<file path="src/rtl/mult_share_arb_pkg.sv">
// Shared FFT/SDR definitions for the shared-multiplier arbiter.
// Provides the multiplier operand/product widths, the result record
// stored in the result FIFO, and an operand sign-extension helper.
package mult_share_arb_pkg;

    localparam int unsigned MULT_W = 18;
    localparam int unsigned PROD_W = 36;
    // Widest requester index a result record can carry.
    localparam int unsigned ID_W   = 8;

    typedef struct packed {
        logic [ID_W-1:0]          id;
        logic signed [PROD_W-1:0] data;
    } result_t;

    // Sign-extend a w-bit value (held in the low bits of raw) to MULT_W bits.
    function automatic logic [MULT_W-1:0] sext_operand(input logic [MULT_W-1:0] raw,
                                                        input int unsigned       w);
        logic [MULT_W-1:0] r;
        r = raw;
        for (int unsigned i = 0; i < MULT_W; i++) begin
            if (i >= w) begin
                r[i] = raw[w-1];
            end
        end
        return r;
    endfunction

endpackage

</file>
<file path="src/rtl/mult_share_arb_if.sv">
// Requester/result bus of mult_share_arb.
//   req_valid/req_ready : per-requester handshake (one-hot ready)
//   req_a/req_b         : packed signed operands, requester i at [i*IWIDTH +: IWIDTH]
//   res_valid/res_ready : result FIFO head handshake
//   res_id/res_data     : owning requester and full 36-bit product
//   busy                : product in flight or FIFO non-empty
interface mult_share_arb_if
    import mult_share_arb_pkg::*;
#(
    parameter  int unsigned NREQ   = 4,
    parameter  int unsigned IWIDTH = 18,
    localparam int unsigned IDW    = (NREQ > 1) ? $clog2(NREQ) : 1
);
    logic [NREQ-1:0]          req_valid;
    logic [NREQ-1:0]          req_ready;
    logic [NREQ*IWIDTH-1:0]   req_a;
    logic [NREQ*IWIDTH-1:0]   req_b;
    logic                     res_valid;
    logic                     res_ready;
    logic [IDW-1:0]           res_id;
    logic signed [PROD_W-1:0] res_data;
    logic                     busy;

    modport master (
        output req_valid, req_a, req_b, res_ready,
        input  req_ready, res_valid, res_id, res_data, busy
    );

    modport slave (
        input  req_valid, req_a, req_b, res_ready,
        output req_ready, res_valid, res_id, res_data, busy
    );
endinterface

</file>
<file path="src/rtl/mult18x18_1c.sv">
// Signed 18x18 multiplier with one registered output stage.
//   clk, rst : clock, synchronous active-high reset (clears p)
//   en       : capture enable
//   a, b     : signed 18-bit operands
//   p        : registered signed 36-bit product
module mult18x18_1c (
    input  logic               clk,
    input  logic               rst,
    input  logic               en,
    input  logic signed [17:0] a,
    input  logic signed [17:0] b,
    output logic signed [35:0] p
);
    logic signed [35:0] p_q, p_d;

    always_comb begin
        p_d = p_q;
        if (en) begin
            p_d = a * b;
        end
    end

    always_ff @(posedge clk) begin
        if (rst) begin
            p_q <= '0;
        end else begin
            p_q <= p_d;
        end
    end

    assign p = p_q;
endmodule

</file>
<file path="src/rtl/mult_share_arb_rr_arbiter.sv">
// Round-robin arbiter. Search starts at ptr; the first asserted req in
// order ptr, ptr+1, ... (wrapping) is granted. When advance is high the
// pointer moves to grant+1, otherwise it holds.
//   clk, rst     : clock, synchronous active-high reset (ptr -> 0)
//   req          : request vector (already qualified by the caller)
//   advance      : a transfer happened on the current grant
//   grant_onehot : one-hot grant, zero when no request
//   grant_idx    : index of the granted requester
module rr_arbiter #(
    parameter  int unsigned NREQ = 4,
    localparam int unsigned IDW  = (NREQ > 1) ? $clog2(NREQ) : 1
) (
    input  logic            clk,
    input  logic            rst,
    input  logic [NREQ-1:0] req,
    input  logic            advance,
    output logic [NREQ-1:0] grant_onehot,
    output logic [IDW-1:0]  grant_idx
);
    logic [IDW-1:0] ptr_q, ptr_d;

    always_comb begin
        int unsigned idx;
        logic        found;
        grant_onehot = '0;
        grant_idx    = '0;
        found        = 1'b0;
        idx          = 0;
        for (int unsigned i = 0; i < NREQ; i++) begin
            idx = 32'(ptr_q) + i;
            if (idx >= NREQ) begin
                idx = idx - NREQ;
            end
            if (!found && req[idx]) begin
                found             = 1'b1;
                grant_onehot[idx] = 1'b1;
                grant_idx         = IDW'(idx);
            end
        end
    end

    always_comb begin
        int unsigned nxt;
        ptr_d = ptr_q;
        nxt   = 32'(grant_idx) + 1;
        if (advance) begin
            ptr_d = (nxt >= NREQ) ? '0 : IDW'(nxt);
        end
    end

    always_ff @(posedge clk) begin
        if (rst) begin
            ptr_q <= '0;
        end else begin
            ptr_q <= ptr_d;
        end
    end
endmodule

</file>
<file path="src/rtl/mult_share_arb.sv">
// Shares one registered 18x18 multiplier among NREQ requesters.
// A round-robin arbiter grants one operand pair per cycle while the result
// FIFO plus the in-flight product still fit in RDEPTH entries; products
// return tagged with the requester index, in issue order.
//   clk, rst : clock, synchronous active-high reset
//   bus      : requester/result bus (slave side), see mult_share_arb_if
module mult_share_arb
    import mult_share_arb_pkg::*;
#(
    parameter int unsigned NREQ   = 4,
    parameter int unsigned IWIDTH = 18,
    parameter int unsigned RDEPTH = 4
) (
    input  logic                  clk,
    input  logic                  rst,
    mult_share_arb_if.slave       bus
);
    localparam int unsigned IDW = (NREQ > 1) ? $clog2(NREQ) : 1;
    localparam int unsigned PW  = $clog2(RDEPTH);
    localparam int unsigned CW  = PW + 1;

    logic [NREQ-1:0]          arb_req;
    logic [NREQ-1:0]          grant_onehot;
    logic [IDW-1:0]           grant_idx;
    logic                     can_issue;
    logic                     transfer;
    logic [MULT_W-1:0]        op_a, op_b;
    logic signed [PROD_W-1:0] prod;

    logic                     sh_valid_q, sh_valid_d;
    logic [IDW-1:0]           sh_id_q, sh_id_d;

    result_t                  mem_q [RDEPTH];
    result_t                  mem_d [RDEPTH];
    logic [PW-1:0]            wr_ptr_q, wr_ptr_d;
    logic [PW-1:0]            rd_ptr_q, rd_ptr_d;
    logic [CW-1:0]            count_q, count_d;
    logic                     push, pop, fifo_nonempty;
    result_t                  head;
    logic                     unused_id_bits;

    // Reserve a FIFO slot for the product still in the multiplier so a
    // push can never find the FIFO full.
    assign can_issue = (32'(count_q) + 32'(sh_valid_q)) < RDEPTH;
    assign arb_req   = rst ? '0 : (bus.req_valid & {NREQ{can_issue}});
    assign transfer  = |grant_onehot;

    rr_arbiter #(
        .NREQ(NREQ)
    ) u_arb (
        .clk          (clk),
        .rst          (rst),
        .req          (arb_req),
        .advance      (transfer),
        .grant_onehot (grant_onehot),
        .grant_idx    (grant_idx)
    );

    always_comb begin
        op_a = '0;
        op_b = '0;
        for (int unsigned i = 0; i < NREQ; i++) begin
            if (32'(grant_idx) == i) begin
                op_a = sext_operand(MULT_W'(bus.req_a[i*IWIDTH +: IWIDTH]), IWIDTH);
                op_b = sext_operand(MULT_W'(bus.req_b[i*IWIDTH +: IWIDTH]), IWIDTH);
            end
        end
    end

    mult18x18_1c u_mult (
        .clk (clk),
        .rst (rst),
        .en  (1'b1),
        .a   ($signed(op_a)),
        .b   ($signed(op_b)),
        .p   (prod)
    );

    // Shadow stage tracking which product the multiplier register holds.
    always_comb begin
        sh_valid_d = transfer;
        sh_id_d    = grant_idx;
    end

    assign fifo_nonempty = (count_q != '0);
    assign push          = sh_valid_q;
    assign pop           = fifo_nonempty && bus.res_ready && !rst;

    always_comb begin
        mem_d    = mem_q;
        wr_ptr_d = wr_ptr_q;
        rd_ptr_d = rd_ptr_q;
        count_d  = count_q;
        if (push) begin
            mem_d[wr_ptr_q] = '{id: ID_W'(sh_id_q), data: prod};
            wr_ptr_d        = wr_ptr_q + 1'b1;
        end
        if (pop) begin
            rd_ptr_d = rd_ptr_q + 1'b1;
        end
        case ({push, pop})
            2'b10:   count_d = count_q + 1'b1;
            2'b01:   count_d = count_q - 1'b1;
            default: count_d = count_q;
        endcase
    end

    always_ff @(posedge clk) begin
        if (rst) begin
            sh_valid_q <= 1'b0;
            sh_id_q    <= '0;
            wr_ptr_q   <= '0;
            rd_ptr_q   <= '0;
            count_q    <= '0;
            for (int unsigned i = 0; i < RDEPTH; i++) begin
                mem_q[i] <= '0;
            end
        end else begin
            sh_valid_q <= sh_valid_d;
            sh_id_q    <= sh_id_d;
            wr_ptr_q   <= wr_ptr_d;
            rd_ptr_q   <= rd_ptr_d;
            count_q    <= count_d;
            mem_q      <= mem_d;
        end
    end

    assign head           = mem_q[rd_ptr_q];
    assign unused_id_bits = ^head.id;

    // Outputs are forced to their idle values for the whole reset cycle.
    always_comb begin
        bus.req_ready = grant_onehot;
        bus.res_valid = fifo_nonempty && !rst;
        bus.res_id    = rst ? '0 : IDW'(head.id);
        bus.res_data  = rst ? '0 : head.data;
        bus.busy      = !rst && (sh_valid_q || fifo_nonempty);
    end
endmodule

</file>
<file path="src/flat_wrapper.sv">
// flat-port wrapper written by rule: the top's interface ports become plain ports
module mult_share_arb_flat import mult_share_arb_pkg::*;
#(
    parameter int unsigned NREQ   = 4,
    parameter int unsigned IWIDTH = 18,
    parameter int unsigned RDEPTH = 4
)
  (clk, rst, bus_req_valid, bus_req_a, bus_req_b, bus_res_ready, bus_req_ready, bus_res_valid, bus_res_id, bus_res_data, bus_busy);
  mult_share_arb_if #(.NREQ(NREQ), .IWIDTH(IWIDTH)) bus_i ();
  input  logic clk;
  input  logic rst;
  input wire logic [$bits(bus_i.req_valid)-1:0] bus_req_valid;
  input wire logic [$bits(bus_i.req_a)-1:0] bus_req_a;
  input wire logic [$bits(bus_i.req_b)-1:0] bus_req_b;
  input wire logic [$bits(bus_i.res_ready)-1:0] bus_res_ready;
  output wire logic [$bits(bus_i.req_ready)-1:0] bus_req_ready;
  output wire logic [$bits(bus_i.res_valid)-1:0] bus_res_valid;
  output wire logic [$bits(bus_i.res_id)-1:0] bus_res_id;
  output wire logic [$bits(bus_i.res_data)-1:0] bus_res_data;
  output wire logic [$bits(bus_i.busy)-1:0] bus_busy;
  assign bus_i.req_valid = bus_req_valid;
  assign bus_i.req_a = bus_req_a;
  assign bus_i.req_b = bus_req_b;
  assign bus_i.res_ready = bus_res_ready;
  assign bus_req_ready = bus_i.req_ready;
  assign bus_res_valid = bus_i.res_valid;
  assign bus_res_id = bus_i.res_id;
  assign bus_res_data = bus_i.res_data;
  assign bus_busy = bus_i.busy;
  mult_share_arb #(.NREQ(NREQ), .IWIDTH(IWIDTH), .RDEPTH(RDEPTH)) u_core (.clk(clk), .rst(rst), .bus(bus_i));
endmodule
</file>
<file path="config.mk">
export PLATFORM = sky130hd
export DESIGN_NAME = mult_share_arb_flat
export DESIGN_NICKNAME = d
export VERILOG_FILES = /design/src/rtl/mult_share_arb_pkg.sv /design/src/rtl/mult_share_arb_if.sv /design/src/rtl/mult18x18_1c.sv /design/src/rtl/mult_share_arb_rr_arbiter.sv /design/src/rtl/mult_share_arb.sv /design/src/flat_wrapper.sv
export SDC_FILE = /design/constraint.sdc
export NUM_CORES = 1
export LEC_CHECK = 0
export CAP_MARGIN = 20
export CELL_PAD_IN_SITES_DETAIL_PLACEMENT = 0
export CELL_PAD_IN_SITES_GLOBAL_PLACEMENT = 1
export CORE_MARGIN = 4
export CORE_UTILIZATION = 35
export CTS_CLUSTER_SIZE = 24
export DETAILED_ROUTE_END_ITERATION = 10
export PLACE_DENSITY = 0.77
export SETUP_SLACK_MARGIN = 0.5
export SYNTH_ARGS = -nofsm -noshare
export SYNTH_HDL_FRONTEND = slang
export SYNTH_SLANG_ARGS = --single-unit
</file>
<file path="constraint.sdc">
create_clock -name clk -period 18.5 [get_ports clk]
set_input_delay 3.7 -clock clk [delete_from_list [all_inputs] [get_ports clk]]
set_output_delay 3.7 -clock clk [all_outputs]
set_load 0.05 [all_outputs]
</file>
# ---- After elaboration in Yosys (flattened, before gate mapping)
# Index checks and enable logic that the tools add are counted.
dict set report totals {
  register_bits 224
  inputBits 151
  elab_cells 128
}
dict set report classes {
  n_lt_le_gt_ge 17
  n_reduce_logical 21
  multipliers 1
  n_bitwise 6
  n_eq_ne 5
  n_mux 50
  add_sub_neg 13
}
# cell count
set ops {}
lappend ops {{176-bit bitwise mux} 1}
lappend ops {{32-bit by 3-bit less-than comparator with 1-bit output, second input constant} 5}
lappend ops {{18-bit two-way mux} 8}
lappend ops {{32-bit by 1-bit greater-or-equal comparator with 1-bit output, second input constant} 4}
lappend ops {{32-bit two-way mux} 4}
lappend ops {{44-bit binary-select mux with 2-bit select} 1}
lappend ops {{44-bit demux with 2-bit select} 1}
lappend ops {{38-bit two-way mux} 2}
lappend ops {{44-bit two-way mux} 1}
lappend ops {{18-bit by 18-bit multiplier with 36-bit output} 1}
lappend ops {{36-bit two-way mux} 1}
lappend ops {{4-bit two-way mux} 5}
lappend ops {{3-bit greater-or-equal comparator, second input constant} 6}
lappend ops {{1-bit logical AND} 12}
lappend ops {{2-bit two-way mux} 6}
lappend ops {{4-bit bitwise OR} 3}
lappend ops {{3-bit by 3-bit subtractor with 4-bit output, second input constant} 3}
lappend ops {{1-bit two-way mux} 11}
lappend ops {{1-bit binary-select mux with 2-bit select} 4}
lappend ops {{1-bit demux with 2-bit select} 4}
lappend ops {{2-bit by 1-bit adder with 3-bit output, second input constant} 2}
lappend ops {{2-bit by 2-bit adder with 3-bit output, second input constant} 2}
lappend ops {{2-bit == test, second input constant} 3}
lappend ops {{2-bit NOT with 3-bit output} 2}
lappend ops {{other kinds (16)} 21}

# ---- Depth between registers and ports, before layout
# Gate-level depths: netlist of the first run.
dict set report depth {
  word_depth 22
  ltp_mapped 40
  mapped_depth_nobuf 36
}

# ---- By module
# A second synthesis of the first run with hierarchy kept.
dict set report hier_totals {
  cells_unflattened 2369
  area_unflattened_um2 21722.1
}
# module cells_per_inst seq_area_each_um2 instances area_per_inst_um2
set by_module_without_submodules {}
lappend by_module_without_submodules {mult18x18_1c 1462 720.7 1 13400.4}
lappend by_module_without_submodules {mult_share_arb 854 3243.1 1 7828.8}
lappend by_module_without_submodules {rr_arbiter 53 40.0 1 493.0}

# ---- Worst setup path after synthesis of the first run
# OpenSTA, ideal clock, no wires.
dict set report synth_path {
  path_type {input port to flip-flop}
  startpoint {in bus_req_valid[0]}
  endpoint {reg u_core.u_mult.p_q[28], in the netlist u_core.u_mult.p[28]}
  arrival_time_ns 12.378
  setup_slack_ns 5.995
  stages 33
  setup_time_ns 0.128
  cell_sequence {buf_6 > mux4_2 > nor2b_4 > o311ai_0 > ha_1 > clkbuf_1 > clkbuf_1 > nor2_1 > a21oi_1 > nor2_1 > a21oi_1 > clkbuf_1 > nor2_1 > fa_1 > inv_1 > fa_1 > inv_1 > ha_1 > inv_1 > fa_1 > inv_1 > fa_1 > inv_1 > fa_1 > inv_1 > ha_1 > a21oi_1 > or3b_2 > a2bb2oi_1 > a41o_1 > a41oi_1 > xor2_1 > nor2_1}
}
dict set report synth_between {
  elab_chain_len 20
}
# item line_no
set synth_lines {}
lappend synth_lines {{from (decl)} flat_wrapper.sv:12} ;# input wire logic [$bits(bus_i.req_valid)-1:0] bus_req_valid;
lappend synth_lines {{4-bit AND (*)} mult_share_arb.sv:45} ;# assign arb_req = rst ? '0 : (bus.req_valid & {NREQ{can_issue}});
lappend synth_lines {{4-bit two-way mux (*)} mult_share_arb.sv:45}
lappend synth_lines {{1-bit binary-select mux with 2-bit select} mult_share_arb_rr_arbiter.sv:34} ;# if (!found && req[idx]) begin
lappend synth_lines {{1-bit two-way mux (implied by the code)} mult_share_arb_rr_arbiter.sv:34}
lappend synth_lines {{1-bit two-way mux} mult_share_arb_rr_arbiter.sv:34}
lappend synth_lines {{1-bit logical NOT} mult_share_arb_rr_arbiter.sv:34}
lappend synth_lines {{1-bit logical AND} mult_share_arb_rr_arbiter.sv:34}
lappend synth_lines {{1-bit two-way mux} mult_share_arb_rr_arbiter.sv:34}
lappend synth_lines {{1-bit logical NOT} mult_share_arb_rr_arbiter.sv:34}
lappend synth_lines {{1-bit logical AND} mult_share_arb_rr_arbiter.sv:34}
lappend synth_lines {{1-bit two-way mux} mult_share_arb_rr_arbiter.sv:34}
lappend synth_lines {{1-bit logical NOT} mult_share_arb_rr_arbiter.sv:34}
lappend synth_lines {{1-bit logical AND} mult_share_arb_rr_arbiter.sv:34}
lappend synth_lines {{2-bit two-way mux (*)} mult_share_arb_rr_arbiter.sv:34}
lappend synth_lines {{2-bit logical NOT} mult_share_arb.sv:63} ;# if (32'(grant_idx) == i) begin
lappend synth_lines {{18-bit two-way mux (4 in a row)} mult_share_arb.sv:63}
lappend synth_lines {{18-bit by 18-bit multiplier with 36-bit output (*)} mult18x18_1c.sv:19} ;# p_d = a * b;
lappend synth_lines {{to (signal assigned)} mult18x18_1c.sv:27} ;# p_q <= p_d;
lappend synth_lines {{to (decl)} mult18x18_1c.sv:14} ;# logic signed [35:0] p_q, p_d;
# Every way passes the cells marked *; elsewhere a longest branch is shown, timed or not. The select of a mux whose other input is x is not followed.
# A chain may end at the register's enable or synchronous reset.

# ---- Worst setup path after layout of the first run
dict set report layout_path {
  startpoint {in bus_req_valid[3]}
  endpoint {reg u_core.u_mult.p_q[28], in the netlist u_core.u_mult.p[28]}
}
dict set report layout_between {
  elab_chain_len 20
}
# item line_no
set layout_lines {}
lappend layout_lines {{4-bit AND (*)} mult_share_arb.sv:45}
lappend layout_lines {{4-bit two-way mux (*)} mult_share_arb.sv:45}
lappend layout_lines {{1-bit binary-select mux with 2-bit select} mult_share_arb_rr_arbiter.sv:34}
lappend layout_lines {{1-bit two-way mux (implied by the code)} mult_share_arb_rr_arbiter.sv:34}
lappend layout_lines {{1-bit two-way mux} mult_share_arb_rr_arbiter.sv:34}
lappend layout_lines {{1-bit logical NOT} mult_share_arb_rr_arbiter.sv:34}
lappend layout_lines {{1-bit logical AND} mult_share_arb_rr_arbiter.sv:34}
lappend layout_lines {{1-bit two-way mux} mult_share_arb_rr_arbiter.sv:34}
lappend layout_lines {{[... 2 more ...]} n/a}
lappend layout_lines {{1-bit two-way mux} mult_share_arb_rr_arbiter.sv:34}
lappend layout_lines {{1-bit logical NOT} mult_share_arb_rr_arbiter.sv:34}
lappend layout_lines {{1-bit logical AND} mult_share_arb_rr_arbiter.sv:34}
lappend layout_lines {{2-bit two-way mux (*)} mult_share_arb_rr_arbiter.sv:34}
lappend layout_lines {{net u_core.grant_idx[0]} mult_share_arb.sv:24} ;# logic [IDW-1:0] grant_idx;
lappend layout_lines {{2-bit logical NOT} mult_share_arb.sv:63}
lappend layout_lines {{18-bit two-way mux (4 in a row)} mult_share_arb.sv:63}
lappend layout_lines {{18-bit by 18-bit multiplier with 36-bit output (*)} mult18x18_1c.sv:19}
# Mark *: on every way through the listed nets, which the timed path passes. The rest lies on a longest branch. The select of a mux whose other input is x is not followed.

==> results of run 1 <==
-- layer usage --
| layer | vias to the layer above | track usage, % | routed length [um] |
|---|---|---|---|
| met3 | 85 | 2.69 | 2960 |
| met4 | 0 | 5.83 | 1710 |
| met2 | 469 | 33.4 | 31000 |
| li1 | 8298 | - | - |
| met5 | - | 0 | 0 |
| met1 | 8731 | 23.4 | 25700 |
-- per-stage QoR --
stage	cells	utilization, %	setup slack, ns	hold slack (ns)	instance area, sq um
floorplan	2594	-	5.99	0.433	21600
CTS	3499	41.0	5.12	0.455	24900
finish	3500	41.0	5.12	0.452	24900
detailed placement	3467	40.0	4.69	0.445	24300
global route	3499	41.0	4.37	0.472	24900
global placement	3466	40.0	4.87	0.438	24300
-- worst max path at each step --
stage	slack, ns	cells past startpoint	from	end
after floorplan	5.99	33	bus_req_valid[0]	u_core.u_mult.p[28]$_SDFF_PP0_
after global placement	4.87	39	bus_req_valid[3]	u_core.u_mult.p[28]$_SDFF_PP0_
after detailed placement	4.69	39	bus_req_valid[3]	u_core.u_mult.p[28]$_SDFF_PP0_
after CTS	5.12	39	bus_req_valid[3]	u_core.u_mult.p[28]$_SDFF_PP0_
after global routing	4.37	39	bus_req_valid[0]	u_core.u_mult.p[28]$_SDFF_PP0_
final	5.12	39	bus_req_valid[3]	u_core.u_mult.p[28]$_SDFF_PP0_
-- worst register-to-register path: cells and delay by family, from the launching register on --
family,cells,cell delay [ns]
adders and majority gates,9,4.13
DFF,1,0.68
buffers and inverters,10,1.31
AOI/OAI and AO/OA,11,2.82
and+or+nand+nor,7,1.31
muxes,1,0.38
-- logic make-up after synthesis --
kind of cell    Yosys count  synth area share [%]
flops                   200                  18.5
compound gates          404                  10.8
xor+xnor                 33                  1.34
mux                      48                  4.57
fa+ha+maj               440                  37.0
simple gates            922                  18.3
buf+inv                 547                  9.56
-- sequential cells by signal, summed over array words and instances, names as in the netlist --
signal and flops:
u_core.count_q 3, u_core.u_arb.ptr_q 2, u_core.sh_id_q 2, u_core.rd_ptr_q 2
u_core.u_mult.p 36, u_core.push 1, u_core.mem_q 152, u_core.wr_ptr_q 2
-- cell type report --
cell class              instances  area [sq um]  area share [%]
clock buffers                  19           433            1.74
diodes                          1          2.50          0.0101
multi-input cells            1847         15600            62.6
inverters                     412          1550            6.21
well taps                     782           978            3.93
repair buffers                226          2180            8.77
clock inverters                13           170           0.684
flip-flops and latches        200          4010            16.1
-- cell usage after synthesis, types with 5 or more instances --
cell | number | area [sq um]
nand2_1 | 460 | 1730
inv_1 | 411 | 1540
fa_1 | 330 | 6610
nor2_1 | 287 | 1080
a21oi_1 | 268 | 1340
dfxtp_1 | 200 | 4000
clkbuf_1 | 111 | 417
ha_1 | 110 | 1380
nor2b_1 | 53 | 332
mux4_2 | 40 | 901
a21o_1 | 31 | 233
o21ai_0 | 26 | 130
a22oi_1 | 25 | 188
nand2b_1 | 25 | 156
buf_1 | 22 | 82.6
or2_2 | 18 | 113
xnor2_1 | 18 | 158
nand3b_1 | 17 | 128
and2_1 | 15 | 93.8
nor3_1 | 15 | 75.1
xor2_1 | 15 | 131
a211oi_1 | 6 | 45.0
nand3_1 | 5 | 25.0
==> flow_summary.json, run 1 <==
{
  "clock_skew_ns": 0.0128,
  "reg2reg_slack_ns": 7.73,
  "io_pins": 195,
  "cts.clk_slew.worst_paths_ns": 0.07,
  "port_buffers": 194,
  "synth_edf_count": 0,
  "wirelength_mm": 61.4,
  "hp-class": "reg2reg",
  "crit_family": "adder cells",
  "holdBufCountCts": 0,
  "syn_inst": 2594,
  "dieArea_sq_um": 65800,
  "hpwl_mm": 47.8,
  "cp-start-kind": "primary input",
  "grt_pass1_vias": 18700,
  "nets": 3295,
  "cts_htree_levels": 4,
  "cts_tree": "done",
  "globalRouteTotalUtil_pct": 18.7,
  "hold_start": "u_core.mem_q[115]$_SDFFE_PP0P_",
  "reg2reg_from": "u_core.u_arb.ptr_q[0]$_SDFFE_PP0P_",
  "finalCritPeriodShare_pct": 72.3,
  "synthFlopType": "dfxtp_1",
  "maxSlewViolCount": 0,
  "hold_path_end": "u_core.mem_q[115]$_SDFFE_PP0P_",
  "grt_max_degree": 97,
  "area_growth_syn_to_layout_pct": 15.2,
  "n_fill_cell": 6048,
  "gr-total-overflow": 0,
  "clock_latency_ns": 0.43,
  "r2r.worst_path.cells": 38,
  "place_congestion": 0.913,
  "die_h_um": 256,
  "avgRoutedWirePerCell_um": 17.5,
  "criticalPathCategory": "in2reg",
  "ys_types": 64,
  "crit_fanout": 51,
  "relSlewSlack_pct": 26.2,
  "cap_violations": 0,
  "grt_pass1_wl_mm": 99.8,
  "worstMarginPinSlew_ns": 1.11,
  "fmax_mhz": 74.7,
  "cts.sinks": 200,
  "core_sq_um": 60700,
  "cp.required_ns": 18.79,
  "final_common_cell": "nand2_1",
  "layout_common_cells": "nand2_1, inv_1, fa_1",
  "antenna_found_initial": 0,
  "grt_setup_unrepaired": "false",
  "cts_max_path_buffers": 2,
  "avgSynthCellArea_sq_um": 8.33,
  "drive_gt1_share_pct": 5.41,
  "post-cts-setup-buffers": 0,
  "r2r_end": "u_core.u_mult.p[33]$_SDFF_PP0_",
  "drcViolationCount": 0,
  "status": "complete, no violations",
  "fin_setup_tns_ns": 0,
  "critPathSlowestCell": "fa_1",
  "path_buf_inv": 12,
  "ant_nets": 0,
  "ys_seq_area_share_pct": 18.5,
  "hold_violations": 0,
  "cts_resized": 0,
  "vias_per_cell": 5.02,
  "ys_seq_elements": 200,
  "arrival_ns": 13.67,
  "hold_path_depth": 2,
  "synth_warnings": 0,
  "firstDrtPassIters": 6,
  "setup_viol": 0,
  "worst_setup_path_end_kind": "flip-flop",
  "cts_inserted_buffers": 17,
  "initial_utilization_pct": 35.6,
  "cpPeakStageDelay_ns": 0.78,
  "crit_top_cell": "inv_1",
  "die_x_um": 256,
  "period_needed_ns": 13.38,
  "initialDrtViolationCount": 1055,
  "syn-num-nets": 3185,
  "async_flop_share_pct": 0,
  "syn_area_sq_um": 21600,
  "cts-root-buf": "clkbuf_16",
  "placementRows": 90,
  "via_count": 17600
}
Power of run 1 is left out: the tool's default activity adds up to more than one toggle a clock period on the data nets, which glitch-free logic cannot reach.
==> run 2, diff against run 1 <==
--- a/config.mk
+++ b/config.mk
@@ -12,7 +12,7 @@
 export CORE_UTILIZATION = 35
 export CTS_CLUSTER_SIZE = 24
 export DETAILED_ROUTE_END_ITERATION = 10
-export PLACE_DENSITY = 0.77
+export PLACE_DENSITY = 0.8
 export SETUP_SLACK_MARGIN = 0.5
 export SYNTH_ARGS = -nofsm -noshare
 export SYNTH_HDL_FRONTEND = slang
==> constraint.sdc (replaced) <==
create_clock -name clk -period 11.2 [get_ports clk]
set_input_delay 2.24 -clock clk [delete_from_list [all_inputs] [get_ports clk]]
set_output_delay 2.24 -clock clk [all_outputs]
set_load 0.05 [all_outputs]
==> run 2 against run 1 <==
  * Utilization grew 1.7 points
  * Critical endpoint is now u_core.u_mult.p[35]$_SDFF_PP0_
  * Critical path depth shrank 4
  * Worst hold slack gained 0.0028 ns
  * Sequential share of layout area shrank 0.65 points
  * Via count grew 3.6%
  * Critical path type unchanged
  * Worst setup slack lost 4.2 ns
  * Die area is the same
==> flow_summary.json, run 2 (synthesis gave the netlist of run 1 again) <==
{
  "hold_start": "u_core.mem_q[133]$_SDFFE_PP0P_",
  "nets": 3388,
  "cts_inserted_buffers": 17,
  "cts_htree_levels": 4,
  "fin_util_pct": 42.7,
  "hp-class": "reg2reg",
  "grt_pass1_vias": 19200,
  "hold_path_end": "u_core.mem_q[133]$_SDFFE_PP0P_",
  "hold_path_depth": 2,
  "cts.sinks": 200,
  "r2r.worst_path.cells": 34,
  "die_h_um": 256,
  "cts.clk_slew.worst_paths_ns": 0.08,
  "globalRouteTotalUtil_pct": 19.4,
  "setup_viol": 0,
  "n_fill_cell": 5987,
  "fmax_mhz": 96.8,
  "wirelength_mm": 64.8,
  "core_sq_um": 60700,
  "largest_reg_flops": 152,
  "port_buffers": 194,
  "final_common_cell": "nand2_1",
  "maxSlewViolCount": 0,
  "relSlewSlack_pct": 34.3,
  "holdBufCountCts": 0,
  "area_growth_syn_to_layout_pct": 20.0,
  "clock_skew_ns": 0.0191,
  "clock_latency_ns": 0.44,
  "antenna_found_initial": 0,
  "crit_fanout": 25,
  "r2r_end": "u_core.u_mult.p[33]$_SDFF_PP0_",
  "die_x_um": 256,
  "avgRoutedWirePerCell_um": 18.1,
  "status": "complete, no violations",
  "grt_setup_unrepaired": "false",
  "vias_per_cell": 5.07,
  "hpwl_mm": 50.9,
  "arrival_ns": 10.65,
  "antennaDiodeCount": 0,
  "regArea_sq_um": 4010,
  "drcViolationCount": 0,
  "initialDrtViolationCount": 1207,
  "initial_utilization_pct": 35.6,
  "hold_violations": 0,
  "worst_setup_path_end_kind": "flip-flop",
  "multi_input_area_sq_um": 15700,
  "grt_max_degree": 73,
  "cap_violations": 0,
  "via_count": 18200,
  "gr-total-overflow": 0,
  "fin_setup_tns_ns": 0,
  "worstMarginPinSlew_ns": 0.986,
  "finalCritPeriodShare_pct": 92.2,
  "ant_nets": 0,
  "reg2reg_slack_ns": 1.79,
  "criticalPathCategory": "in2reg",
  "io_pins": 195,
  "layout_common_cells": "nand2_1, inv_1, fa_1",
  "cpPeakStageDelay_ns": 0.57,
  "cp-start-kind": "primary input",
  "cts-root-buf": "clkbuf_16",
  "regMostFlops": "u_core.mem_q",
  "firstDrtPassIters": 6,
  "placementRows": 90,
  "crit_top_cell": "fa_1",
  "cts_tree": "done",
  "critPathSlowestCell": "fa_1",
  "grt_pass1_wl_mm": 103,
  "drive_gt1_share_pct": 9.72,
  "reg2reg_from": "u_core.u_arb.ptr_q[0]$_SDFFE_PP0P_",
  "period_needed_ns": 10.33,
  "cts_max_path_buffers": 2,
  "cp.required_ns": 11.52,
  "dieArea_sq_um": 65800,
  "place_congestion": 0.953
}
-- run 2: per-stage QoR --
step / cell area, sq um / setup slack [ns] / hold slack [ns] / std cells
2_1_floorplan: 21600 / 0.514 / 0.433 / 2594
3_3_place_gp: 25000 / 0.0542 / 0.438 / 3543
3_5_place_dp: 25000 / -0.00416 / 0.445 / 3543
4_1_cts: 25600 / 0.496 / 0.454 / 3574
5_1_grt: 25900 / 0.458 / 0.472 / 3591
6_report: 25900 / 0.873 / 0.455 / 3591
-- run 2: area by class of cell --
class / instances / share of cell area (%)
clock buffer: 19 / 1.75
sequential: 200 / 15.4
timing repair buffer: 319 / 11.8
tap: 782 / 3.77
multi-input combinational: 1847 / 60.7
inverter: 412 / 5.97
clock inverter: 12 / 0.507
-- run 2: how the worst max path moves through the flow --
stage,from,end,slack [ns],cells past startpoint
2_1_floorplan,bus_req_valid[0],u_core.u_mult.p[28]$_SDFF_PP0_,0.51,33
3_3_place_gp,bus_req_valid[1],u_core.u_mult.p[24]$_SDFF_PP0_,0.05,34
3_5_place_dp,bus_req_valid[1],u_core.u_mult.p[33]$_SDFF_PP0_,-0.004,35
4_1_cts,bus_req_valid[1],u_core.u_mult.p[33]$_SDFF_PP0_,0.50,35
5_1_grt,bus_req_valid[3],u_core.u_mult.p[35]$_SDFF_PP0_,0.46,32
6_report,bus_req_valid[3],u_core.u_mult.p[35]$_SDFF_PP0_,0.87,35
-- run 2: repair_timing --
action,CTS,global route
setup endpoints to repair,6,17
setup buffers,0,15
gates cloned,0,2
endpoints found under the hold margin,0,0
pin swaps,0,6
resized for setup,2,45
-- run 2: critical path: cells and delay by family --
kind	cells	cell delay, ns
and+or+nand+nor	6	1.19
AOI/OAI and AO/OA	9	1.42
adders and majority gates	8	3.68
muxes	1	0.29
buffers and inverters	11	1.80
-- run 2: layer usage --
layer / up-vias / wire, um / track usage (%) / share of wire (%)
met5: - / 0 / 0 / 0
met4: 0 / 1410 / 4.52 / 2.2
met3: 72 / 3520 / 1.87 / 5.4
met2: 574 / 32900 / 35.2 / 51
met1: 9099 / 27000 / 25.2 / 42
li1: 8476 / - / - / -
Power of run 2 is left out for the same reason.
==> run 3, diff against run 2 <==
--- a/config.mk
+++ b/config.mk
@@ -12,6 +12,7 @@
 export CORE_UTILIZATION = 35
 export CTS_CLUSTER_SIZE = 24
 export DETAILED_ROUTE_END_ITERATION = 10
+export GPL_TIMING_DRIVEN = 0
 export PLACE_DENSITY = 0.8
 export SETUP_SLACK_MARGIN = 0.5
 export SYNTH_ARGS = -nofsm -noshare
==> run 3 against run 2 <==
  * Die area stayed put
  * Design area increased by 0.95%
  * Sequential cell count unchanged
  * Highest routed layer unchanged
  * Clock skew shrank 0.0070 ns
  * Worst hold slack lost 0.0012 ns
  * Worst setup slack lost 0.0078 ns
  * Utilization is 0.41 points higher
  * Clock-buffer cell count did not move
  * First-iteration DRC count up 7.2%
  * Fmax about the same
  * Global-route usage grew 0.88 points
  * Critical path depth increased by 4
==> flow_summary.json, run 3 (synthesis gave the netlist of run 1 again) <==
{
  "status": "complete, no violations",
  "hpwl_mm": 53.4,
  "ant_nets": 0,
  "via_count": 18300,
  "cts_tree": "done",
  "clock_skew_ns": 0.0121,
  "cts_htree_levels": 4,
  "cpPeakStageDelay_ns": 0.60,
  "drive_gt1_share_pct": 10.2,
  "grt_pass1_wl_mm": 106,
  "path_buf_inv": 12,
  "vias_per_cell": 5.01,
  "cap_violations": 0,
  "antenna_found_initial": 1,
  "cts_inserted_buffers": 17,
  "cts-root-buf": "clkbuf_16",
  "worstMarginPinSlew_ns": 0.931,
  "firstDrtPassIters": 5,
  "drcViolationCount": 0,
  "relSlewSlack_pct": 37.9,
  "maxSlewViolCount": 0,
  "die_x_um": 256,
  "arrival_ns": 10.65,
  "place_congestion": 0.900,
  "cp-start-kind": "primary input",
  "largest_reg_flops": 152,
  "nets": 3439,
  "post-place-ws_ns": -1.78,
  "area_growth_syn_to_layout_pct": 21.2,
  "final_common_cell": "nand2_1",
  "layout_common_cells": "nand2_1, inv_1, fa_1",
  "antennaDiodeCount": 0,
  "clock_latency_ns": 0.44,
  "cts.sinks": 200,
  "critPathSlowestCell": "fa_2",
  "core_sq_um": 60700,
  "avgRoutedWirePerCell_um": 18.2,
  "initial_utilization_pct": 35.6,
  "regMostFlops": "u_core.mem_q",
  "port_buffers": 192,
  "period_needed_ns": 10.34,
  "grt_setup_unrepaired": "false",
  "fin_util_pct": 43.1,
  "hp-class": "reg2reg",
  "grt_pass1_vias": 19100,
  "cp.required_ns": 11.52,
  "die_h_um": 256,
  "io_pins": 195,
  "worst_setup_path_end_kind": "flip-flop",
  "crit_family": "adder cells",
  "gr-total-overflow": 0,
  "wirelength_mm": 66.4,
  "fmax_mhz": 96.8,
  "setup_viol": 0,
  "globalRouteTotalUtil_pct": 20.3,
  "initialDrtViolationCount": 1294,
  "crit_fanout": 10,
  "finalCritPeriodShare_pct": 92.3,
  "grt_max_degree": 19,
  "cts_max_path_buffers": 2,
  "hold_violations": 0,
  "dieArea_sq_um": 65800,
  "fin_ws_ns": 0.865,
  "cts.clk_slew.worst_paths_ns": 0.07,
  "crit_top_cell": "inv_1",
  "holdBufCountCts": 0,
  "finish.instance_area_sq_um": 26200,
  "criticalPathCategory": "in2reg",
  "post_dp_cell_area_sq_um": 24600,
  "placementRows": 90
}
## run 3: cell count changes in the layout (fill, tap and decap cells not counted), sizes merged
cell | before | now
buf | 124 | 79
clkbuf | 21 | 119
clkdlybuf4s50 | 190 | 189
clkinv | 6 | 4
clkinvlp | 0 | 3
dlygate4sd2 | 0 | 1
dlymetal6s2s | 3 | 1
## run 3: metal layers
layer | track usage, % | share of wire [%] | up-vias
met5 | 0 | 0 | -
met4 | 5.41 | 2.5 | 0
met3 | 2.79 | 5.7 | 78
met2 | 35.4 | 49 | 523
met1 | 26.7 | 43 | 9058
li1 | - | - | 8592
## run 3: path summary, 6_finish.rpt
path | startpoint | to | slack, ns | depth (start not counted)
max | bus_req_valid[1] | u_core.u_mult.p[28]$_SDFF_PP0_ | 0.86 | 39
min | u_core.mem_q[10]$_SDFFE_PP0P_ | u_core.mem_q[10]$_SDFFE_PP0P_ | 0.45 | 2
max reg2reg | u_core.u_arb.ptr_q[1]$_SDFFE_PP0P_ | u_core.u_mult.p[28]$_SDFF_PP0_ | 1.77 | 35
min reg2reg | u_core.mem_q[10]$_SDFFE_PP0P_ | u_core.mem_q[10]$_SDFFE_PP0P_ | 0.45 | 2
## run 3: layout make-up
| type | instances | area, sq um |
|---|---|---|
| timing repair buffer | 235 | 2250 |
| multi-input combinational | 1847 | 16100 |
| clock inverter | 13 | 135 |
| buffer | 135 | 724 |
| tap | 782 | 978 |
| sequential | 200 | 4000 |
| inverter | 412 | 1550 |
| fill | 6082 | 34500 |
| clock buffer | 19 | 443 |
## run 3: tightest hold or removal path, stage by stage, from the launching register on
cell and delay (ns):
dfxtp_1 0.31, nand2_1 0.05, a21oi_1 0.05
## run 3: per-stage QoR
| step | hold WS, ns | std cells | TNS, ns |
|---|---|---|---|
| after CTS | 0.455 | 3622 | 0 |
| after global routing | 0.469 | 3643 | 0 |
| after detailed placement | 0.445 | 3572 | -27.90 |
| final | 0.454 | 3643 | 0 |
| after floorplan | 0.433 | 2594 | 0 |
| after global placement | 0.441 | 3568 | -28.06 |
## run 3: timing repair
item,CTS,global route
gates resized for setup,171,97
pin swaps,7,11
cloned,0,1
setup endpoints to repair,24,18
setup buffers,18,20
Power of run 3 is left out for the same reason.
